### src/rtl/decode_stage_if.sv
`default_nettype none
// ============================================================================
// Module      : decode_stage_if
// Description : Instruction-in / control-bundle-out channel of decode_stage.
//               slave  = decoder view, master = fetch/execute environment view.
// Revision    : 1.0 - initial release
// ============================================================================
interface decode_stage_if #(
    parameter int ALU_CTRL_W = 4,
    parameter int TAG_W      = 8
);
    logic                  in_valid;
    logic                  in_ready;
    logic [31:0]           in_instr;
    logic                  out_valid;
    logic                  out_ready;
    logic [ALU_CTRL_W-1:0] out_alu_control;
    logic [1:0]            out_mux4selector;
    logic                  out_destination_indicator;
    logic [4:0]            out_dest_reg;
    logic                  out_reg_write;
    logic                  out_flag_lw;
    logic                  out_flag_sw;
    logic                  out_flag_R_type;
    logic                  out_flag_I_type;
    logic                  out_flag_J_type;
    logic                  out_branch;
    logic                  out_jump;
    logic                  out_bubble;
    logic [TAG_W-1:0]      out_tag;
    logic                  out_illegal;
    logic                  err_sticky;

    modport slave (
        input  in_valid, in_instr, out_ready,
        output in_ready, out_valid, out_alu_control, out_mux4selector,
               out_destination_indicator, out_dest_reg, out_reg_write,
               out_flag_lw, out_flag_sw, out_flag_R_type, out_flag_I_type,
               out_flag_J_type, out_branch, out_jump, out_bubble, out_tag,
               out_illegal, err_sticky
    );

    modport master (
        output in_valid, in_instr, out_ready,
        input  in_ready, out_valid, out_alu_control, out_mux4selector,
               out_destination_indicator, out_dest_reg, out_reg_write,
               out_flag_lw, out_flag_sw, out_flag_R_type, out_flag_I_type,
               out_flag_J_type, out_branch, out_jump, out_bubble, out_tag,
               out_illegal, err_sticky
    );
endinterface
`default_nettype wire

### src/rtl/decode_stage.sv
`default_nettype none
// ============================================================================
// Module      : decode_stage
// Description : Registered MIPS decoder. Decodes R/I/J instructions into a
//               control bundle, inserts a one-cycle bubble on load-use
//               hazards and queues entries (DEPTH deep) toward execute.
//               Optional macro DECODE_ILLEGAL_TRAP_EN flags unlisted
//               encodings (out_illegal, err_sticky).
// Revision    : 1.0 - initial release
// ============================================================================
module decode_stage #(
    parameter int DEPTH      = 2,
    parameter int ALU_CTRL_W = 4,
    parameter int TAG_W      = 8
) (
    input  wire logic     clk,
    input  wire logic     reset,
    decode_stage_if.slave bus
);

`ifdef DECODE_ILLEGAL_TRAP_EN
    localparam bit c_TRAP_EN = 1'b1;
`else
    localparam bit c_TRAP_EN = 1'b0;
`endif

    localparam int c_PTR_W = (DEPTH > 1) ? $clog2(DEPTH) : 1;
    localparam int c_CNT_W = $clog2(DEPTH) + 1;
    localparam logic [c_CNT_W-1:0] c_DEPTH_CNT = c_CNT_W'(DEPTH);

    typedef struct packed {
        logic [ALU_CTRL_W-1:0] alu_control;
        logic [1:0]            mux4selector;
        logic                  destination_indicator;
        logic [4:0]            dest_reg;
        logic                  reg_write;
        logic                  flag_lw;
        logic                  flag_sw;
        logic                  flag_r_type;
        logic                  flag_i_type;
        logic                  flag_j_type;
        logic                  branch;
        logic                  jump;
        logic                  bubble;
        logic [TAG_W-1:0]      tag;
        logic                  illegal;
    } entry_t;

    typedef enum logic [0:0] {
        S_IDLE   = 1'b0,
        S_BUBBLE = 1'b1
    } state_t;

    state_t               r_state, w_state_nxt;
    entry_t               r_mem [DEPTH];
    logic [c_PTR_W-1:0]   r_wr_ptr, r_rd_ptr;
    logic [c_CNT_W-1:0]   r_count;
    logic [TAG_W-1:0]     r_tag;
    logic                 r_ld_valid;
    logic [4:0]           r_ld_dest;
    entry_t               r_pending;
    logic                 r_err_sticky;

    entry_t               w_dec, w_bubble, w_push_entry, w_head;
    logic                 w_unlisted, w_uses_rt, w_hazard;
    logic                 w_in_ready, w_accept, w_push, w_pop, w_pend_load;
    logic                 w_out_valid;
    logic [5:0]           w_opcode, w_funct;
    logic [4:0]           w_rs, w_rt, w_rd;

    assign w_opcode = bus.in_instr[31:26];
    assign w_rs     = bus.in_instr[25:21];
    assign w_rt     = bus.in_instr[20:16];
    assign w_rd     = bus.in_instr[15:11];
    assign w_funct  = bus.in_instr[5:0];

    // Instruction word to control bundle; unlisted encodings fall back to add.
    always_comb begin
        w_dec          = '0;
        w_unlisted     = 1'b0;
        w_dec.tag      = r_tag;
        w_dec.dest_reg = w_rt;
        case (w_opcode)
            6'h00: begin
                w_dec.flag_r_type           = 1'b1;
                w_dec.destination_indicator = 1'b1;
                w_dec.dest_reg              = w_rd;
                w_dec.reg_write             = 1'b1;
                case (w_funct)
                    6'h00:   w_dec.alu_control = ALU_CTRL_W'(4'd8);
                    6'h02:   w_dec.alu_control = ALU_CTRL_W'(4'd9);
                    6'h20:   w_dec.alu_control = ALU_CTRL_W'(4'd2);
                    6'h22:   w_dec.alu_control = ALU_CTRL_W'(4'd3);
                    6'h24:   w_dec.alu_control = ALU_CTRL_W'(4'd5);
                    6'h25:   w_dec.alu_control = ALU_CTRL_W'(4'd6);
                    6'h2A:   w_dec.alu_control = ALU_CTRL_W'(4'd7);
                    6'h08: begin
                        w_dec.alu_control = ALU_CTRL_W'(4'd2);
                        w_dec.jump        = 1'b1;
                        w_dec.reg_write   = 1'b0;
                    end
                    default: begin
                        w_dec.alu_control = ALU_CTRL_W'(4'd2);
                        w_unlisted        = 1'b1;
                    end
                endcase
            end
            6'h08: begin
                w_dec.flag_i_type  = 1'b1;
                w_dec.alu_control  = ALU_CTRL_W'(4'd2);
                w_dec.mux4selector = 2'd2;
                w_dec.reg_write    = 1'b1;
            end
            6'h0C: begin
                w_dec.flag_i_type  = 1'b1;
                w_dec.alu_control  = ALU_CTRL_W'(4'd5);
                w_dec.mux4selector = 2'd1;
                w_dec.reg_write    = 1'b1;
            end
            6'h0D: begin
                w_dec.flag_i_type  = 1'b1;
                w_dec.alu_control  = ALU_CTRL_W'(4'd6);
                w_dec.mux4selector = 2'd1;
                w_dec.reg_write    = 1'b1;
            end
            6'h0F: begin
                w_dec.flag_i_type  = 1'b1;
                w_dec.alu_control  = ALU_CTRL_W'(4'd11);
                w_dec.mux4selector = 2'd3;
                w_dec.reg_write    = 1'b1;
            end
            6'h23: begin
                w_dec.flag_i_type = 1'b1;
                w_dec.flag_lw     = 1'b1;
                w_dec.alu_control = ALU_CTRL_W'(4'd10);
                w_dec.reg_write   = 1'b1;
            end
            6'h2B: begin
                w_dec.flag_i_type = 1'b1;
                w_dec.flag_sw     = 1'b1;
                w_dec.alu_control = ALU_CTRL_W'(4'd2);
            end
            6'h04, 6'h05: begin
                w_dec.flag_i_type = 1'b1;
                w_dec.branch      = 1'b1;
                w_dec.alu_control = ALU_CTRL_W'(4'd10);
            end
            6'h02: begin
                w_dec.flag_j_type = 1'b1;
                w_dec.jump        = 1'b1;
                w_dec.alu_control = ALU_CTRL_W'(4'd2);
            end
            6'h03: begin
                w_dec.flag_j_type = 1'b1;
                w_dec.jump        = 1'b1;
                w_dec.reg_write   = 1'b1;
                w_dec.dest_reg    = 5'd31;
                w_dec.alu_control = ALU_CTRL_W'(4'd2);
            end
            default: begin
                w_dec.alu_control = ALU_CTRL_W'(4'd2);
                w_dec.reg_write   = 1'b1;
                w_unlisted        = 1'b1;
            end
        endcase
        if (c_TRAP_EN && w_unlisted) begin
            w_dec.illegal   = 1'b1;
            w_dec.reg_write = 1'b0;
            w_dec.flag_lw   = 1'b0;
            w_dec.flag_sw   = 1'b0;
        end
    end

    // Load-use check against the destination of the last pushed lw.
    always_comb begin
        w_uses_rt = (w_opcode == 6'h00) || (w_opcode == 6'h2B) ||
                    (w_opcode == 6'h04) || (w_opcode == 6'h05);
        w_hazard  = r_ld_valid && (r_ld_dest != 5'd0) &&
                    ((w_rs == r_ld_dest) || (w_uses_rt && (w_rt == r_ld_dest)));
        w_bubble        = '0;
        w_bubble.bubble = 1'b1;
        w_bubble.tag    = r_tag;
    end

    assign w_in_ready  = (r_state == S_IDLE) && (r_count < c_DEPTH_CNT);
    assign w_accept    = bus.in_valid && w_in_ready;
    assign w_out_valid = (r_count != '0);
    assign w_pop       = w_out_valid && bus.out_ready;

    // Next state and queue push selection.
    always_comb begin
        w_state_nxt  = r_state;
        w_push       = 1'b0;
        w_push_entry = w_dec;
        w_pend_load  = 1'b0;
        case (r_state)
            S_IDLE: begin
                if (w_accept) begin
                    w_push = 1'b1;
                    if (w_hazard) begin
                        w_push_entry = w_bubble;
                        w_pend_load  = 1'b1;
                        w_state_nxt  = S_BUBBLE;
                    end
                end
            end
            S_BUBBLE: begin
                if (r_count < c_DEPTH_CNT) begin
                    w_push       = 1'b1;
                    w_push_entry = r_pending;
                    w_state_nxt  = S_IDLE;
                end
            end
            default: w_state_nxt = S_IDLE;
        endcase
    end

    // Control state: FSM, pointers, occupancy, tag, hazard tracker, sticky error.
    always_ff @(posedge clk) begin
        if (!reset) begin
            r_state      <= S_IDLE;
            r_wr_ptr     <= '0;
            r_rd_ptr     <= '0;
            r_count      <= '0;
            r_tag        <= '0;
            r_ld_valid   <= 1'b0;
            r_ld_dest    <= '0;
            r_pending    <= '0;
            r_err_sticky <= 1'b0;
        end else begin
            r_state <= w_state_nxt;
            if (w_push) r_wr_ptr <= r_wr_ptr + 1'b1;
            if (w_pop)  r_rd_ptr <= r_rd_ptr + 1'b1;
            case ({w_push, w_pop})
                2'b10:   r_count <= r_count + 1'b1;
                2'b01:   r_count <= r_count - 1'b1;
                default: r_count <= r_count;
            endcase
            if (w_accept) r_tag <= r_tag + 1'b1;
            if (w_pend_load) r_pending <= w_dec;
            if (w_push && !w_push_entry.bubble) begin
                r_ld_valid <= w_push_entry.flag_lw;
                r_ld_dest  <= w_push_entry.dest_reg;
            end
            if (c_TRAP_EN && w_push && w_push_entry.illegal) r_err_sticky <= 1'b1;
        end
    end

    // Queue storage; contents are only visible through a valid head.
    always_ff @(posedge clk) begin
        if (w_push) r_mem[r_wr_ptr] <= w_push_entry;
    end

    assign w_head = w_out_valid ? r_mem[r_rd_ptr] : '0;

    assign bus.in_ready                  = w_in_ready;
    assign bus.out_valid                 = w_out_valid;
    assign bus.out_alu_control           = w_head.alu_control;
    assign bus.out_mux4selector          = w_head.mux4selector;
    assign bus.out_destination_indicator = w_head.destination_indicator;
    assign bus.out_dest_reg              = w_head.dest_reg;
    assign bus.out_reg_write             = w_head.reg_write;
    assign bus.out_flag_lw               = w_head.flag_lw;
    assign bus.out_flag_sw               = w_head.flag_sw;
    assign bus.out_flag_R_type           = w_head.flag_r_type;
    assign bus.out_flag_I_type           = w_head.flag_i_type;
    assign bus.out_flag_J_type           = w_head.flag_j_type;
    assign bus.out_branch                = w_head.branch;
    assign bus.out_jump                  = w_head.jump;
    assign bus.out_bubble                = w_head.bubble;
    assign bus.out_tag                   = w_head.tag;
    assign bus.out_illegal               = c_TRAP_EN ? w_head.illegal : 1'b0;
    assign bus.err_sticky                = c_TRAP_EN ? r_err_sticky : 1'b0;

endmodule
`default_nettype wire
### src/flat_wrapper.sv
// flat-port wrapper written by rule: the top's interface ports become plain ports
module decode_stage_flat 
#(
    parameter int DEPTH      = 2,
    parameter int ALU_CTRL_W = 4,
    parameter int TAG_W      = 8
)
  (clk, reset, bus_in_valid, bus_in_instr, bus_out_ready, bus_in_ready, bus_out_valid, bus_out_alu_control, bus_out_mux4selector, bus_out_destination_indicator, bus_out_dest_reg, bus_out_reg_write, bus_out_flag_lw, bus_out_flag_sw, bus_out_flag_R_type, bus_out_flag_I_type, bus_out_flag_J_type, bus_out_branch, bus_out_jump, bus_out_bubble, bus_out_tag, bus_out_illegal, bus_err_sticky);
  decode_stage_if #(.ALU_CTRL_W(ALU_CTRL_W), .TAG_W(TAG_W)) bus_i ();
  input  wire logic clk;
  input  wire logic reset;
  input wire logic [$bits(bus_i.in_valid)-1:0] bus_in_valid;
  input wire logic [$bits(bus_i.in_instr)-1:0] bus_in_instr;
  input wire logic [$bits(bus_i.out_ready)-1:0] bus_out_ready;
  output wire logic [$bits(bus_i.in_ready)-1:0] bus_in_ready;
  output wire logic [$bits(bus_i.out_valid)-1:0] bus_out_valid;
  output wire logic [$bits(bus_i.out_alu_control)-1:0] bus_out_alu_control;
  output wire logic [$bits(bus_i.out_mux4selector)-1:0] bus_out_mux4selector;
  output wire logic [$bits(bus_i.out_destination_indicator)-1:0] bus_out_destination_indicator;
  output wire logic [$bits(bus_i.out_dest_reg)-1:0] bus_out_dest_reg;
  output wire logic [$bits(bus_i.out_reg_write)-1:0] bus_out_reg_write;
  output wire logic [$bits(bus_i.out_flag_lw)-1:0] bus_out_flag_lw;
  output wire logic [$bits(bus_i.out_flag_sw)-1:0] bus_out_flag_sw;
  output wire logic [$bits(bus_i.out_flag_R_type)-1:0] bus_out_flag_R_type;
  output wire logic [$bits(bus_i.out_flag_I_type)-1:0] bus_out_flag_I_type;
  output wire logic [$bits(bus_i.out_flag_J_type)-1:0] bus_out_flag_J_type;
  output wire logic [$bits(bus_i.out_branch)-1:0] bus_out_branch;
  output wire logic [$bits(bus_i.out_jump)-1:0] bus_out_jump;
  output wire logic [$bits(bus_i.out_bubble)-1:0] bus_out_bubble;
  output wire logic [$bits(bus_i.out_tag)-1:0] bus_out_tag;
  output wire logic [$bits(bus_i.out_illegal)-1:0] bus_out_illegal;
  output wire logic [$bits(bus_i.err_sticky)-1:0] bus_err_sticky;
  assign bus_i.in_valid = bus_in_valid;
  assign bus_i.in_instr = bus_in_instr;
  assign bus_i.out_ready = bus_out_ready;
  assign bus_in_ready = bus_i.in_ready;
  assign bus_out_valid = bus_i.out_valid;
  assign bus_out_alu_control = bus_i.out_alu_control;
  assign bus_out_mux4selector = bus_i.out_mux4selector;
  assign bus_out_destination_indicator = bus_i.out_destination_indicator;
  assign bus_out_dest_reg = bus_i.out_dest_reg;
  assign bus_out_reg_write = bus_i.out_reg_write;
  assign bus_out_flag_lw = bus_i.out_flag_lw;
  assign bus_out_flag_sw = bus_i.out_flag_sw;
  assign bus_out_flag_R_type = bus_i.out_flag_R_type;
  assign bus_out_flag_I_type = bus_i.out_flag_I_type;
  assign bus_out_flag_J_type = bus_i.out_flag_J_type;
  assign bus_out_branch = bus_i.out_branch;
  assign bus_out_jump = bus_i.out_jump;
  assign bus_out_bubble = bus_i.out_bubble;
  assign bus_out_tag = bus_i.out_tag;
  assign bus_out_illegal = bus_i.out_illegal;
  assign bus_err_sticky = bus_i.err_sticky;
  decode_stage #(.DEPTH(DEPTH), .ALU_CTRL_W(ALU_CTRL_W), .TAG_W(TAG_W)) u_core (.clk(clk), .reset(reset), .bus(bus_i));
endmodule
### config.mk
export PLATFORM = sky130hd
export DESIGN_NAME = decode_stage_flat
export DESIGN_NICKNAME = d
export VERILOG_FILES = /design/src/rtl/decode_stage_if.sv /design/src/rtl/decode_stage.sv /design/src/flat_wrapper.sv
export SDC_FILE = /design/constraint.sdc
export NUM_CORES = 1
export LEC_CHECK = 0
export ABC_CLOCK_PERIOD_IN_PS = 3400
export BUFFER_PORTS_ARGS = -buffer_cell sky130_fd_sc_hd__buf_2
export CAP_MARGIN = 0
export CORE_ASPECT_RATIO = 1.1
export CORE_MARGIN = 10
export CORE_UTILIZATION = 55
export DETAILED_ROUTE_END_ITERATION = 8
export PLACE_DENSITY = 0.81
export SYNTH_ARGS = -nofsm -noshare
export SYNTH_HDL_FRONTEND = slang
export SYNTH_SLANG_ARGS = --single-unit
### constraint.sdc
create_clock -name clk -period 3.4 [get_ports clk]
set_input_delay 0.17 -clock clk [delete_from_list [all_inputs] [get_ports clk]]
set_output_delay 0.17 -clock clk [all_outputs]
set_load 0.02 [all_outputs]
After elaboration in Yosys (flattened, before gate mapping)
Memory sizes are Yosys's and may differ from the RTL's. A register that Yosys moved wholly into a read port is not among the register bits.
Cells that the tools add are included.
{"block": "op_classes", "addsub": 5, "order_cmp": 1, "n_eq_ne": 20, "n_mux": 32, "bitwise": 1, "reduce_logical": 23}
{"op": "$mux 30", "n": 4}
{"op": "$pmux 30 s2", "n": 1}
{"op": "$eq 6x6->1 const B", "n": 6}
{"op": "$eq 6x4->1 const B", "n": 5}
{"op": "$pmux 4 s6", "n": 1}
{"op": "$pmux 4 s5", "n": 1}
{"op": "$eq 6x2->1 const B", "n": 3}
{"op": "$mux 1", "n": 18}
{"op": "$eq 6x3->1 const B", "n": 2}
{"op": "$logic_not 6->1", "n": 2}
{"op": "$eq 5x5->1", "n": 2}
{"op": "$pmux 5 s2", "n": 1}
{"op": "$add 8x1->8 const B", "n": 1}
{"op": "$pmux 1 s2", "n": 4}
{"op": "$reduce_or 8->1", "n": 1}
{"op": "$logic_and 1x1->1", "n": 7}
{"op": "$pmux 2 s3", "n": 1}
{"op": "$reduce_or 2->1", "n": 3}
{"op": "$reduce_bool 5->1", "n": 1}
{"op": "$logic_or 1x1->1", "n": 4}
{"op": "$pmux 2 s2", "n": 1}
{"op": "$reduce_bool 2->1", "n": 2}
{"op": "$reduce_or 4->1", "n": 1}
{"op": "$reduce_or 3->1", "n": 1}
{"op": "other kinds (8)", "n": 9}
{"block": "totals", "register_bits": 46, "ramBits": 60, "input_bits": 36, "output_inout_bits": 33, "elab_cells": 102, "n_memories": 1}
{"memory": "u_core.r_mem", "words": 2, "word_bits": 30, "read_ports": 1, "rd_ports_with_merged_regs": 1, "write_ports": 1, "line": "decode_stage.sv:55", "source": "entry_t r_mem [DEPTH];"}

Logic depth before layout (Yosys ltp)
Gate-level depths: netlist of run 1.
{"block": "depth", "ltp_word": 12, "mapped_depth": 8, "mapped_depth_nobuf": 7}

Worst setup path before layout of run 1
Ideal clock, no wire load.
{"block": "synth_path", "path_kind": "flip-flop to flip-flop", "start": "register u_core.r_state", "end": "memory u_core.r_mem[0][10] (netlist name) (enable)", "setup_ns": 0.413, "t_arrival_ns": 1.947, "required_time_ns": 2.987, "setup_slack_ns": 1.040, "path_stages_with_launch": 5, "path_buffers": 0, "period_less_slack_ns": 2.360, "path_cell_list": "dfxtp_1 -> nor2_1 -> nor2_1 -> inv_1 -> nor2_1"}
{"block": "synth_via", "elab_chain_len": 7}
{"item": "start: declaration", "line": "decode_stage.sv:54", "source": "state_t r_state, w_state_nxt;"}
{"item": "start signal: assignment", "line": "decode_stage.sv:231", "source": "r_state <= w_state_nxt;"}
{"item": "$not 1->1", "line": "decode_stage.sv:185, decode_stage.sv:196"}
{"item": "$logic_and 1x1->1", "line": "decode_stage.sv:185", "source": "assign w_in_ready = (r_state == S_IDLE) && (r_count < c_DEPTH_CNT);"}
{"item": "$logic_and 1x1->1", "line": "decode_stage.sv:186", "source": "assign w_accept = bus.in_valid && w_in_ready;"}
{"item": "$mux 1", "line": "decode_stage.sv:198", "source": "if (w_accept) begin"}
{"item": "$pmux 1 s2 *", "line": "decode_stage.sv:196", "source": "case (r_state)"}
{"item": "$mux 1 *", "line": "decode_stage.sv:251", "source": "if (w_push) r_mem[r_wr_ptr] <= w_push_entry;"}
{"item": "$mux 1 (not written as such) *", "line": "decode_stage.sv:251"}
{"item": "end: declaration", "line": "decode_stage.sv:55"}
Mark *: on every way between the ends. The rest lies on a longest branch, timed or not.

==> flow_summary.ini, run 1 <==
[clock_network]
clock_latency_ns = 0.36
root_buffer = clkbuf_8
path_clk_slew_ns = 0.09
cts_hold_buf = 0
post-cts-setup-buffers = 0
numCtsBuffers = 9
cts_resized = 0
clockBufferDepth = 2
cts_tree = yes
htree_levels = 3
clock_sinks = 103

[timing]
relSlewSlack_pct = 30.9
setup_viol = 0
tightest_slew_ns = 1.04
skew_ns = 0.00995
hold_viol = 0
fin_crit_ns = 2.61
slew_viol_final = 0
rsz0062_at_grt = false
fmax_mhz = 383
setup-tns-final_ns = 0
post-route-period-util_pct = 76.8

[floorplan]
die_w_um = 112
ios = 69
core_area_um2 = 8960
dieArea_um2 = 13600
rows = 36
initial_utilization_pct = 57.1
die_h_um = 121

[routing]
wl_per_cell_um = 15.9
route.vias.total = 3808
drt_iter0_drc = 295
finalWirelength_mm = 10.6
drc_errors = 0
ant_nets = 0
vias_per_cell = 5.70
dr.pass1.iters = 5

[pwr]
p_switching_mw = 1.18
pwr_density_cell_nw_per_um2 = 594
combPwrFrac_pct = 32.9
pwr-share-clk_pct = 19.9
p_int_mw = 2.15
swShare_pct = 35.5
seqPwrFrac_pct = 47.2
ir_drop_uv = 287
power.total_mw = 3.32
p_leak_nw = 2.25

[global_route]
track_usage_pct = 15.5
grt_pass1_wl_mm = 17.7
antenna_found_initial = 0
grt_pass1_vias = 3600
grt_max_degree = 45
overflow = 0

[placed_design]
hpwlAfterDp_mm = 7.52
gp_congestion = 0.901
post-place-cells = 652
port_buffers = 61

[synthesis]
netlist_instances = 505
syn_avg_cell_area_um2 = 10.1
synth_edf_count = 56
yosysMostFrequentCell = nand2_1
yosysSeqAreaShare_pct = 51.2
synth_top_area_share_pct = 32.8
synth-seq-cells = 103
synth_area_leaders = edfxtp_1 33%, dfxtp_1 18%, mux2i_1 11%
synth_area_um2 = 5120
async_flop_share_pct = 0
synth_top_area_cell = edfxtp_1
yosys_warnings = 0
dominantRegCellSynth = edfxtp_1
synthTopCellsByCount = 97 x nand2_1, 58 x mux2i_1, 56 x edfxtp_1
synth.distinct_cells = 57

[finish]
drive_above_1_share_pct = 16.8
instances_no_fill = 668
n_antenna_cell = 0
fin_util_pct = 62.5
finalNetCount = 587
area_growth_pct = 9.36

[worst_setup_path]
crit_arrival_ns = 2.82
crit_path_start_kind = flop
endpoint_kind = flop
worstPathRequired_ns = 3.61
path_max_fanout = 35
crit_type = reg2reg

[status]
status = completed

[job]
maxCapViolations = 0

[hold_path]
hold_path_class = in2reg
[stage by stage]
step | hold WS [ns] | instance area, µm² | setup slack [ns]
4_1_cts | 0.143 | 5600 | 0.781
5_1_grt | 0.167 | 5600 | 0.644
3_3_place_gp | 0.439 | 5440 | 0.853
3_5_place_dp | 0.450 | 5440 | 0.795
2_1_floorplan | 0.433 | 5130 | 1.04
6_report | 0.161 | 5600 | 0.790
[flip-flops by register name, summed over array words and instances, names as in the netlist, named ones only]
signal and flops:
u_core.r_count 2, u_core.r_ld_dest 5, u_core.r_ld_valid 1, u_core.r_mem 56, u_core.r_pending 27, u_core.r_rd_ptr 1, u_core.r_state 1, u_core.r_tag 8
u_core.r_wr_ptr 1
[cell families after synthesis]
logic type,share of synthesized area [%]
flip-flops,51.2
multiplexers,11.6
XOR/XNOR,3.59
AO/OA/AOI/OAI,10.2
other,0.0732
buffers and inverters,4.40
AND/OR/NAND/NOR,18.4
adder cells (fa/ha/maj),0.488
[layout make-up]
class	instances	area, µm²
multi-input combinational	361	2290
clock buffer	11	131
sequential	103	2620
clock inverter	5	33.8
inverter	5	18.8
timing repair buffer	69	365
tap	114	143
fill	735	3360
[final timing paths]
check / from / to / slack (ns) / cells past startpoint
worst min register to register: u_core.r_pending[21] / u_core.r_pending[21] / 0.46 / 2
worst max-delay path: u_core.r_ld_dest[4] / u_core.r_mem[0][18] / 0.79 / 4
worst min-delay path: bus_in_instr[31] / u_core.r_pending[16] / 0.16 / 3
worst max register to register: u_core.r_ld_dest[4] / u_core.r_mem[0][18] / 0.79 / 4
[power by group through the flow]
stage	registers [mW]	clock network (mW)	logic (mW)
2_1_floorplan	1.57	0	0.812
3_3_place_gp	1.59	0	1.09
3_5_place_dp	1.60	0	1.12
4_1_cts	1.57	0.679	1.12
5_1_grt	1.59	0.717	1.20
6_report	1.57	0.661	1.09
[placed cells by master, fill, tap and decap left out, drive strengths merged, types with 10 or more instances in the layout]
master  Yosys  layout
nand2      97      97
buf        15      69
mux2i      58      58
edfxtp     56      56
nor2       54      54
dfxtp      47      47
a21oi      17      17
xor2       11      11
clkbuf     22      11
xnor2      10      10
[layer usage]
layer | GRT usage, % | share of wire, %
met2 | 24.2 | 46
met5 | 0 | 0
met4 | 6.90 | 1.6
met1 | 20.6 | 46
met3 | 2.77 | 6.8
[worst max-delay path, cell delays in order, from the launching register on]
cell	delay [ns]
dfxtp_1	0.36
or4_1	0.58
o211ai_2	0.29
o31a_2	0.89
o211a_1	0.32
No activity file was read; power rests on OpenSTA's default activity.
==> run 2: changes to the inputs <==
--- a/config.mk
+++ b/config.mk
@@ -5,14 +5,15 @@
 export SDC_FILE = /design/constraint.sdc
 export NUM_CORES = 1
 export LEC_CHECK = 0
-export ABC_CLOCK_PERIOD_IN_PS = 3400
+export ABC_AREA = 1
+export ABC_CLOCK_PERIOD_IN_PS = 2250
 export BUFFER_PORTS_ARGS = -buffer_cell sky130_fd_sc_hd__buf_2
 export CAP_MARGIN = 0
 export CORE_ASPECT_RATIO = 1.1
 export CORE_MARGIN = 10
-export CORE_UTILIZATION = 55
+export CORE_UTILIZATION = 52
 export DETAILED_ROUTE_END_ITERATION = 8
-export PLACE_DENSITY = 0.81
+export PLACE_DENSITY = 0.8
 export SYNTH_ARGS = -nofsm -noshare
 export SYNTH_HDL_FRONTEND = slang
 export SYNTH_SLANG_ARGS = --single-unit
==> constraint.sdc (replaced) <==
create_clock -name clk -period 2.25 [get_ports clk]
set_input_delay 0.1125 -clock clk [delete_from_list [all_inputs] [get_ports clk]]
set_output_delay 0.1125 -clock clk [all_outputs]
set_load 0.02 [all_outputs]
==> run 2 against run 1 <==
  * Global-route usage up 0.80 points
  * Sequential share of layout area increased by 1.0 points
  * Clock power up 63%
  * Total power rose by 41%
  * Routed wire length rose by 7.1%
  * Critical endpoint is now u_core.r_mem[1][18]
  * Largest power group unchanged
==> flow_summary.ini, run 2 <==
[synthesis]
synth_top_area_cell = edfxtp_1
synth_edf_count = 56
async_flop_share_pct = 0
yosys_warnings = 0
yosysMostFrequentCell = nand2_1
synth_area_leaders = edfxtp_1 34%, dfxtp_1 19%, nand2_1 12%
yosysSeqAreaShare_pct = 53.5
synth.distinct_cells = 34
synth_area_um2 = 4900
synth_top_area_share_pct = 34.3
dominantRegCellSynth = edfxtp_1
synthTopCellsByCount = 157 x nand2_1, 98 x nor2_1, 56 x edfxtp_1
syn_avg_cell_area_um2 = 8.05
netlist_instances = 609
synth-seq-cells = 103

[floorplan]
die_h_um = 122
ios = 69
initial_utilization_pct = 52.9
die_w_um = 113
core_area_um2 = 9260
rows = 37
dieArea_um2 = 13700

[worst_setup_path]
critPathMaxStageDelay_ns = 0.45
crit_path_start_kind = flop
crit_chain = nor2_4, nand2_2, inv_2, nand2_2, a31oi_4, nand2_4, inv_2, buf_4, nor2_1
reg2reg_from = u_core.r_count[1]
critPathTopFamily = simple AND/OR/NAND/NOR gates
crit_type = reg2reg
endpoint_kind = flop
crit_arrival_ns = 2.06
cp_num_buf_inv = 3
cp_slowest_cell = dfxtp_1
crit_start = u_core.r_count[1]
path_max_fanout = 23
worstPathRequired_ns = 2.34

[routing]
drc_errors = 0
drt_iter0_drc = 326
route.vias.total = 4164
vias_per_cell = 5.31
dr.pass1.iters = 5
finalWirelength_mm = 11.3
ant_nets = 0
wl_per_cell_um = 14.5

[global_route]
track_usage_pct = 16.3
grt_use_met1_pct = 20.1
grt_max_degree = 45
top_usage_layer = met2
grt_util_met2_pct = 27.8
grt_pass1_vias = 3939
grt_util_met3_pct = 3.29
grt_pass1_wl_mm = 18.6
overflow = 0
antenna_found_initial = 0

[finish]
layout_commonest_cell = nand2_1
n_antenna_cell = 0
largest_register_ffs = 56
mostFrequentLayoutCells = 157 x nand2_1, 95 x nor2_1, 61 x buf_2
area_growth_pct = 11.8
drive_above_1_share_pct = 15.7
fin_area_um2 = 5480
reg_top3 = u_core.r_mem x56, u_core.r_pending x27, u_core.r_tag x8
fin_util_pct = 59.2
regMostFlops = u_core.r_mem
finalNetCount = 700

[clock_network]
path_clk_slew_ns = 0.10
cts_hold_buf = 0
clock_sinks = 103
post-cts-setup-buffers = 0
root_buffer = clkbuf_8
cts_resized = 0
numCtsBuffers = 9
cts_tree = yes
clockBufferDepth = 2
clock_latency_ns = 0.37
htree_levels = 3

[timing]
fin_crit_ns = 1.97
post-route-period-util_pct = 87.6
layout_setup_ws_ns = 0.278
fmax_mhz = 507
fin_hold_ws_ns = 0.108
setup_viol = 0
slew_viol_final = 0
relSlewSlack_pct = 52.9
hold_viol = 0
tightest_slew_ns = 0.706
setup-tns-final_ns = 0
skew_ns = 0.0172
rsz0062_at_grt = false

[placed_design]
gp_congestion = 0.890
dpl_cell_area_um2 = 5300
hpwlAfterDp_mm = 7.92
place_ws_ns = 0.322
port_buffers = 61

[hold_path]
hold_path_class = in2reg
worstHoldStart = bus_in_valid

[job]
maxCapViolations = 0

[status]
status = completed

[pwr]
ir_drop_uv = 393
p_leak_nw = 2.38
pwr_density_cell_nw_per_um2 = 854
==> run 2: layout make-up <==
cell class                 count  area, µm²
fill                         828       3780
sequential                   103       2620
multi-input combinational    420       1920
timing repair buffer          69        390
inverter                      59        221
tap                          117        146
clock buffer                  10        128
clock inverter                 6       52.6
==> run 2: per-stage QoR <==
step	power, mW	cells
floorplan	3.22	610
global placement	3.63	768
CTS	4.71	784
detailed placement	3.66	768
global route	4.92	784
finish	4.68	784
==> run 2: path summary, 6_finish.rpt <==
path / endpoint / slack (ns) / cells past startpoint
worst max-delay path: u_core.r_mem[1][18] / 0.28 / 9
worst min-delay path: u_core.r_tag[0] / 0.11 / 3
worst max register to register: u_core.r_mem[1][18] / 0.28 / 9
worst min register to register: u_core.r_rd_ptr / 0.46 / 1
==> run 2: cells by family after synthesis <==
kind of cell | count (synthesis) | share of synthesized area (%)
XOR/XNOR | 5 | 0.894
flip-flops | 103 | 53.5
buffers and inverters | 87 | 7.53
adder cells (fa/ha/maj) | 2 | 0.511
AO/OA/AOI/OAI | 112 | 12.2
other | 1 | 0.0765
AND/OR/NAND/NOR | 299 | 25.3
==> run 2: routing by layer <==
layer,share of wire [%],vias to the layer above
met4,1.2,0
met3,6.8,18
met1,44,1923
met2,48,134
met5,0,-
li1,-,2089
==> run 2: tightest hold or removal path, stage by stage <==
cell and delay (ns):
buf_2 0.12, nand2_2 0.12, a21oi_1 0.08
==> run 2: power by group <==
| group | total (mW) | switching, mW | internal, mW |
|---|---|---|---|
| Sequential | 2.28 | 0.0962 | 2.18 |
| Combinational | 1.33 | 0.942 | 0.387 |
| Clock | 1.08 | 0.656 | 0.420 |
| Total | 4.68 | 1.69 | 2.99 |
